[src/rtl/rr_arb_pkg.sv]
// rtl/rr_arb_pkg.sv - shared constants, state type and circular search for the round-robin arbiter
package rr_arb_pkg;

    localparam int N_REQ = 8;
    localparam int IDX_W = 3;
    localparam int CNT_W = 4;

    typedef enum logic {
        IDLE  = 1'b0,
        GRANT = 1'b1
    } state_t;

    typedef struct packed {
        logic             found;
        logic [IDX_W-1:0] idx;
    } pick_t;

    // First set bit of vec scanning start, start+1, ... with wrap at N_REQ.
    // Walks offsets from farthest to nearest so the nearest hit is written last.
    function automatic pick_t pick(input logic [N_REQ-1:0] vec, input logic [IDX_W-1:0] start);
        pick_t            r;
        logic [IDX_W-1:0] j;
        r = '0;
        for (int i = N_REQ - 1; i >= 0; i--) begin
            j = start + IDX_W'(i);
            if (vec[j]) begin
                r.found = 1'b1;
                r.idx   = j;
            end
        end
        return r;
    endfunction

endpackage

[src/rtl/rr_decode_arbiter_dec.sv]
// rtl/rr_decode_arbiter_dec.sv - 3-to-8 one-hot decoder
module rr_decode_arbiter_dec
    import rr_arb_pkg::*;
(
    input  logic [IDX_W-1:0] in_idx,
    output logic [N_REQ-1:0] out_oh
);

    // One-hot expansion of the index
    always_comb begin
        out_oh = '0;
        out_oh[in_idx] = 1'b1;
    end

endmodule

[src/rtl/rr_decode_arbiter.sv]
// rtl/rr_decode_arbiter.sv - round-robin arbiter with bounded tenure and decoded one-hot grant
module rr_decode_arbiter
    import rr_arb_pkg::*;
#(
    parameter int HOLD_MAX = 4
) (
    input  logic             clk,
    input  logic             rst_n,
    input  logic [N_REQ-1:0] req,
    output logic             grant_valid,
    output logic [IDX_W-1:0] grant_idx,
    output logic [N_REQ-1:0] grant_oh,
    output logic [CNT_W-1:0] hold_cnt
);

    localparam logic [CNT_W-1:0] HOLD_LAST = CNT_W'(HOLD_MAX - 1);

    state_t           state_q, state_d;
    logic             grant_valid_q, grant_valid_d;
    logic [IDX_W-1:0] grant_idx_q, grant_idx_d;
    logic [N_REQ-1:0] grant_oh_q, grant_oh_d;
    logic [CNT_W-1:0] hold_cnt_q, hold_cnt_d;
    logic [IDX_W-1:0] ptr_q, ptr_d;

    logic [N_REQ-1:0] others;
    logic [N_REQ-1:0] cur_oh;
    logic [N_REQ-1:0] next_oh;
    pick_t            pick_req;
    pick_t            pick_oth;

    // Decoder for the current grantee, used to mask it out of the competitor set
    rr_decode_arbiter_dec u_dec_cur (
        .in_idx (grant_idx_q),
        .out_oh (cur_oh)
    );

    // Decoder on the next-state index; its output is gated and registered as grant_oh
    rr_decode_arbiter_dec u_dec_next (
        .in_idx (grant_idx_d),
        .out_oh (next_oh)
    );

    // Candidate winners: fresh search from ptr when idle, search past the grantee otherwise
    always_comb begin
        others   = req & ~cur_oh;
        pick_req = pick(req, ptr_q);
        pick_oth = pick(others, grant_idx_q + 3'd1);
    end

    // Next-state arbitration: release handoff, tenure timeout, or hold with saturating count
    always_comb begin
        state_d       = state_q;
        grant_valid_d = grant_valid_q;
        grant_idx_d   = grant_idx_q;
        hold_cnt_d    = hold_cnt_q;
        ptr_d         = ptr_q;
        case (state_q)
            IDLE: begin
                if (pick_req.found) begin
                    state_d       = GRANT;
                    grant_valid_d = 1'b1;
                    grant_idx_d   = pick_req.idx;
                    hold_cnt_d    = '0;
                    ptr_d         = pick_req.idx + 3'd1;
                end
            end
            GRANT: begin
                if (!req[grant_idx_q]) begin
                    if (pick_oth.found) begin
                        grant_idx_d = pick_oth.idx;
                        hold_cnt_d  = '0;
                        ptr_d       = pick_oth.idx + 3'd1;
                    end else begin
                        state_d       = IDLE;
                        grant_valid_d = 1'b0;
                        grant_idx_d   = '0;
                        hold_cnt_d    = '0;
                    end
                end else if (hold_cnt_q == HOLD_LAST && pick_oth.found) begin
                    grant_idx_d = pick_oth.idx;
                    hold_cnt_d  = '0;
                    ptr_d       = pick_oth.idx + 3'd1;
                end else if (hold_cnt_q != HOLD_LAST) begin
                    hold_cnt_d = hold_cnt_q + 4'd1;
                end
            end
            default: begin
                state_d       = IDLE;
                grant_valid_d = 1'b0;
                grant_idx_d   = '0;
                hold_cnt_d    = '0;
                ptr_d         = '0;
            end
        endcase
        grant_oh_d = grant_valid_d ? next_oh : '0;
    end

    // State and output registers with synchronous active-low reset
    always_ff @(posedge clk) begin
        if (!rst_n) begin
            state_q       <= IDLE;
            grant_valid_q <= 1'b0;
            grant_idx_q   <= '0;
            grant_oh_q    <= '0;
            hold_cnt_q    <= '0;
            ptr_q         <= '0;
        end else begin
            state_q       <= state_d;
            grant_valid_q <= grant_valid_d;
            grant_idx_q   <= grant_idx_d;
            grant_oh_q    <= grant_oh_d;
            hold_cnt_q    <= hold_cnt_d;
            ptr_q         <= ptr_d;
        end
    end

    assign grant_valid = grant_valid_q;
    assign grant_idx   = grant_idx_q;
    assign grant_oh    = grant_oh_q;
    assign hold_cnt    = hold_cnt_q;

endmodule
[config.mk]
export PLATFORM = sky130hd
export DESIGN_NAME = rr_decode_arbiter
export DESIGN_NICKNAME = d
export VERILOG_FILES = /design/src/rtl/rr_arb_pkg.sv /design/src/rtl/rr_decode_arbiter_dec.sv /design/src/rtl/rr_decode_arbiter.sv
export SDC_FILE = /design/constraint.sdc
export NUM_CORES = 1
export LEC_CHECK = 0
export ABC_AREA = 0
export CAP_MARGIN = 20
export CORE_ASPECT_RATIO = 1.2
export CORE_MARGIN = 1.5
export CORE_UTILIZATION = 41
export DETAILED_ROUTE_END_ITERATION = 12
export GPL_TIMING_DRIVEN = 0
export SETUP_SLACK_MARGIN = 0.1
export SLEW_MARGIN = 20
export SYNTH_ARGS = -nofsm -noshare
export SYNTH_HDL_FRONTEND = slang
export SYNTH_SLANG_ARGS = --single-unit
export TNS_END_PERCENT = 5
[constraint.sdc]
create_clock -name clk -period 7.6 [get_ports clk]
set_input_delay 1.52 -clock clk [delete_from_list [all_inputs] [get_ports clk]]
set_output_delay 1.52 -clock clk [all_outputs]
set_load 0.03 [all_outputs]
## Word-level counts from Yosys, hierarchy flattened

Cells that the tools add are included.

- Flip-flop bits (word level): 20
- Output and inout port bits: 16
- Word-level logic and storage cells: 136
- ROM bits: 0
- Bits in writable memories: 0
- Input bits: 10
- Bits in latches: 0
- Memories kept: 0

- Multipliers: 0
- Eq/ne operators: 6
- Add/sub/neg operators: 18
- Divide/modulo/power cells: 0
- $lt $le $gt $ge: 20
- Muxes and demuxes: 77
- Shift-type cells: 0
- Bitwise logic cells: 3
- Reduce and logical (&&, ||, !) cells: 6

Operators with widths:

| operator | count |
|---|---|
| $mux 4 | 20 |
| $lt 3x4->1 const B | 18 |
| $bmux 1 s3 | 17 |
| $mux 1 | 25 |
| $add 3x3->3 const B | 8 |
| $mux 3 | 8 |
| $add 3x1->3 const B | 5 |
| $add 3x2->3 const B | 4 |
| $pmux 3 s2 | 2 |
| $and 8x8->8 | 1 |
| $ne 4x2->1 const B | 2 |
| $not 8->8 | 1 |
| $pmux 4 s2 | 1 |
| $demux 1 s3 | 2 |
| $ge 3x1->1 const B | 2 |
| $add 4x1->4 const B | 1 |
| $eq 4x2->1 const B | 1 |
| $pmux 1 s2 | 2 |
| $reduce_and 2->1 | 2 |
| $logic_and 1x1->1 | 3 |
| $ne 3x1->1 const B | 1 |
| $ne 3x2->1 const B | 1 |
| $reduce_and 3->1 | 1 |
| $ne 2x2->1 const B | 1 |
| $not 1->1 | 1 |

## Depth between registers and ports, before layout

- Word-level depth: 24
- Mapped depth: 18
- Depth with buffers taken out: 15

## Hierarchy

From an unflattened synthesis, not the netlist that was laid out.

- Cell total of the unflattened synthesis: 387
- Area, all modules: 3,447.1 µm²

Modules (own cells, without submodules):

| module | area each (µm²) | sequential area each (µm²) | cells an instance | instances |
|---|---|---|---|---|
| rr_decode_arbiter | 3,316.9 | 400.4 | 371 | 1 |
| rr_decode_arbiter_dec | 65.1 | 0.0 | 8 | 2 |

## Least setup slack after synthesis

OpenSTA, ideal clock, no wires.

- Kind: input to register
- Start: in req[3]
- End: reg ptr_q[2]
- Buffers on the path: 1
- Data arrival time: 4,018 ps
- Cell stages on the path: 11
- Setup time: 62 ps
- Setup slack: 3,521 ps
- Path through: clkbuf_1 mux2_2 and2_1 mux4_2 a21o_1 a41oi_1 a21oi_2 o32a_1 ha_1 or4_1 nand3_1

- Word-level cells in the longest chain between the ends: 15
- Elaborated cells between the ends (all ways): 63

RTL lines:

| element | line | RTL |
|---|---|---|
| start, declared | rr_decode_arbiter.sv:9 | `input logic [N_REQ-1:0] req,` |
| $and 8x8->8 | rr_decode_arbiter.sv:45 | `others = req & ~cur_oh;` |
| $bmux 1 s3 | rr_arb_pkg.sv:26 | `if (vec[j]) begin` |
| $mux 1 (not written as such) | rr_arb_pkg.sv:26 |  |
| $mux 4 (8 in a row) | rr_arb_pkg.sv:26 |  |
| $add 3x1->3 | rr_decode_arbiter.sv:72, rr_decode_arbiter.sv:82 |  |
| $mux 3 (on tied branches) | rr_decode_arbiter.sv:69, rr_decode_arbiter.sv:79 |  |
| $mux 3 | rr_decode_arbiter.sv:68 | `if (!req[grant_idx_q]) begin` |
| $pmux 3 s2 | rr_decode_arbiter.sv:57 | `case (state_q)` |
| end signal, assigned | rr_decode_arbiter.sv:113 | `ptr_q <= ptr_d;` |
| end, declared | rr_decode_arbiter.sv:23 | `logic [IDX_W-1:0] ptr_q, ptr_d;` |

Parallel ways exist; a longest one is shown, timed or not. The select of a mux whose other input is x is not followed.
A chain may end at the register's enable or synchronous reset.

## Worst setup path after layout

- Start: in req[1]
- End: reg ptr_q[2]

Same word-level chain as after synthesis.

==> metrics list <==
- In this run the worst path has a maximum fanout of 10.
- Reg-to-reg slack, setup: 3240 ps
* Clock network latency to the later pin of the worst-skew pair: 260 ps
* Number of placed I/O pins: 26
- The die covers 7370 um2.
* Number of synthesized register bits: 20
- Share of layout cells above drive strength 1: 16.8%
- Clock Skew: 3.31 ps
- In the synthesized netlist, the number of instances is 340.
* Worst Path Required: 7800 ps
- CTS placed an instance of sky130_fd_sc_hd__clkbuf_8 at the clock tree root.
* Count of buffers inserted at the top-level ports: 25
* Fin nets: 386
- Clock tree synthesis found a total of 20 sinks.
- Netlist area before placement: 2810 um2
- Mean instance size in the synthesized netlist: 8.28 um2
- Using the TritonRoute via totals, the vias-per-cell ratio works out to 6.15.
* Hpwl dp: 6150 um
- For this run, asynchronously set or reset flops after synthesis account for 0%.
- Layout Area Growth over Synthesis: 14.6%
- Die Y: 93.8 um
* Final Setup Violations: 0
- Synth Warn #: 0
- Worst setup path class: in2reg
- Wire length of the first global-routing pass: 13600 um
- Placed Instances: 450
- The placed instances occupy a cell area of 3170 um2.
- Standby leakage power: 1.20 nW
* Post-CTS Setup Inserts: 0
* Hold Fails Final Rpt: 0
- Fmax: 210 MHz
* Number of nets in the synthesized netlist: 356
- Sequential cells were found to cover 14.2% of the synthesized design area.
* Kind of launch point of the worst setup path: primary input
- Among all flip-flop cells after synthesis, the most frequent one is sky130_fd_sc_hd__dfxtp_1.
- The initial antenna violation count was 0.
* Number of CTS-inserted buffers: 3
- CTS tree: built
- Final min period: 4760 ps
* Effective utilization at floorplan: 43.1%
- Initial DRC count: 253
* Post-detailed-routing wire length: 7980 um
* Source of the worst hold timing path: grant_valid
- Number of pins exceeding their max-slew limit in the final report: 0
- Once the clock tree was built, the resizer swapped 0 gates to a different size.
- The count of nets left with antenna violations once routing finished came out at 0.
- The tightest min-delay check is of the reg2reg type.
- Drt wl/cell: 17.6 um
* Non-filler cells, final: 454
- Dividing the final minimum period by the clock period gives 62.6%.
- EDFF count, synth: 0
- Worst ir drop on vdd: 0.000194 V
* Routed vias: 2794
* Setup repair after global routing missed its margin: no
* Number of filler cells placed in the layout: 652
* Cell row count: 32
* Normalized max-slew margin: 53.9%
- Detailed-route DRC error count: 0
- Inserted Diodes: 0
- Routability congestion estimate: 0.928
* CTS clk-pin slew, worst paths: 70 ps
- STA classifies the critical path endpoint as a flop.
- Width of the chip: 78.6 um
- Arrival @ worst endpoint: 4960 ps
- Outcome: complete, no violations
- Largest net degree at the start of global routing: 12
- Slew @ Worst Pin: 675 ps
* Number of H-tree levels: 1
- Power spread over the standard cell area amounts to 453 nW/um2.
- In this run the critical register-to-register path is launched from ptr_q[0].
- The most critical setup path has its startpoint at req[1].
- Cts-stage hold buffer count: 0
* Post-route cell area: 3230 um2
* Worst hold slack: 538 ps
- The via count of the first global-routing pass came to 2683.
- The region available for standard cell placement spans 6530 um2.
* Synth cell types: 63
- Clock Tree Buf Depth: 2
- For this run, the total global-route usage over all layers was measured as 22.9%.
* Number of max-cap violations: 0
* Iteration count of the initial detailed-routing pass: 5
- Total power after layout: 0.00146 W
- Adding up every negative setup slack in the final design gives 0 ps.
- Grt ovf: 0
-- registers in the layout (all words and copies together) (netlist names) --
name	flops
grant_oh	8
hold_cnt	4
grant_idx	3
ptr_q	3
grant_valid	1
state_q	1
-- cells in the final DEF, fill, tap and decap left out, drive strengths merged, types with 12 or more instances in the layout --
cell	n
a21oi	25
buf	12
clkbuf	15
clkdlybuf4s50	25
dfxtp	20
inv	13
mux2i	20
mux4	22
nand2	29
nand3	14
nor2	33
o21ai	13
-- final timing paths --
path              depth (start not counted)           to
hold / removal                            2  grant_valid
hold reg to reg                           2  grant_valid
setup / recovery                         13     ptr_q[2]
setup reg to reg                         14     ptr_q[2]
-- per-layer routing --
metal | GRT usage [%] | share of wire, % | vias to the layer above
li1 | - | - | 1352
met4 | 4.02 | 1.6 | 0
met2 | 41.2 | 50 | 95
met1 | 30.0 | 44 | 1335
met5 | 0 | 0 | -
met3 | 1.94 | 3.6 | 12
-- final cells by class --
type / count / area, um2 / share of cell area [%]
multi-input cells: 283 / 2250 / 69.7
flip-flops and latches: 20 / 400 / 12.4
repair buffers: 25 / 250 / 7.76
plain buffers: 23 / 113 / 3.49
well taps: 85 / 106 / 3.30
clock buffers: 4 / 55.1 / 1.71
inverters: 14 / 52.6 / 1.63
-- synthesized netlist by cell type (6+ instances only) --
cell type	count	area, um2
sky130_fd_sc_hd__inv_1	12	45.0
sky130_fd_sc_hd__ha_1	6	75.1
sky130_fd_sc_hd__mux4_2	21	473
sky130_fd_sc_hd__dfxtp_1	20	400
sky130_fd_sc_hd__nor3_1	10	50.1
sky130_fd_sc_hd__nor2_1	33	124
sky130_fd_sc_hd__o21ai_0	9	45.0
sky130_fd_sc_hd__xor2_1	7	61.3
sky130_fd_sc_hd__nand3_1	14	70.1
sky130_fd_sc_hd__mux2_2	9	101
sky130_fd_sc_hd__nand2_1	29	109
sky130_fd_sc_hd__clkbuf_1	11	41.3
sky130_fd_sc_hd__mux2i_1	19	190
sky130_fd_sc_hd__nand2b_1	7	43.8
sky130_fd_sc_hd__a21oi_1	23	115
sky130_fd_sc_hd__buf_2	9	45.0
-- stage by stage --
| stage | worst slack (ps) | util (%) |
|---|---|---|
| after floorplan | 3520 | - |
| after global placement | 2680 | 48.6 |
| after detailed placement | 2620 | 48.6 |
| after CTS | 2880 | 49.4 |
| after global routing | 2640 | 49.4 |
| final | 2840 | 49.4 |
-- critical path: stages --
cell and delay, ps:
sky130_fd_sc_hd__clkdlybuf4s50_1 550, sky130_fd_sc_hd__clkbuf_1 370, sky130_fd_sc_hd__mux2_2 290, sky130_fd_sc_hd__nand2_1 90, sky130_fd_sc_hd__mux4_1 600, sky130_fd_sc_hd__nand3_1 130, sky130_fd_sc_hd__a21bo_2 150, sky130_fd_sc_hd__nand2_1 60
sky130_fd_sc_hd__mux2i_1 140, sky130_fd_sc_hd__a21o_1 230, sky130_fd_sc_hd__ha_1 210, sky130_fd_sc_hd__or4_1 510, sky130_fd_sc_hd__nand3_1 110
-- cells by family after synthesis --
kind of cell,share of synthesized area (%)
muxes,29.1
xor gates and xnor gates,4.85
AOI/OAI and AO/OA,20.5
buffers and inverters,5.87
DFF,14.2
adders and majority gates,2.67
and+or+nand+nor,22.8
-- where the power goes --
part | switching, W | leakage, nW | internal, W
combinational | 0.000712 | 1.01 | 0.000518
clock | 0.0000344 | 0.0288 | 0.0000461
sequential | 0.0000211 | 0.164 | 0.000131
No activity file was read; power rests on OpenSTA's default activity.
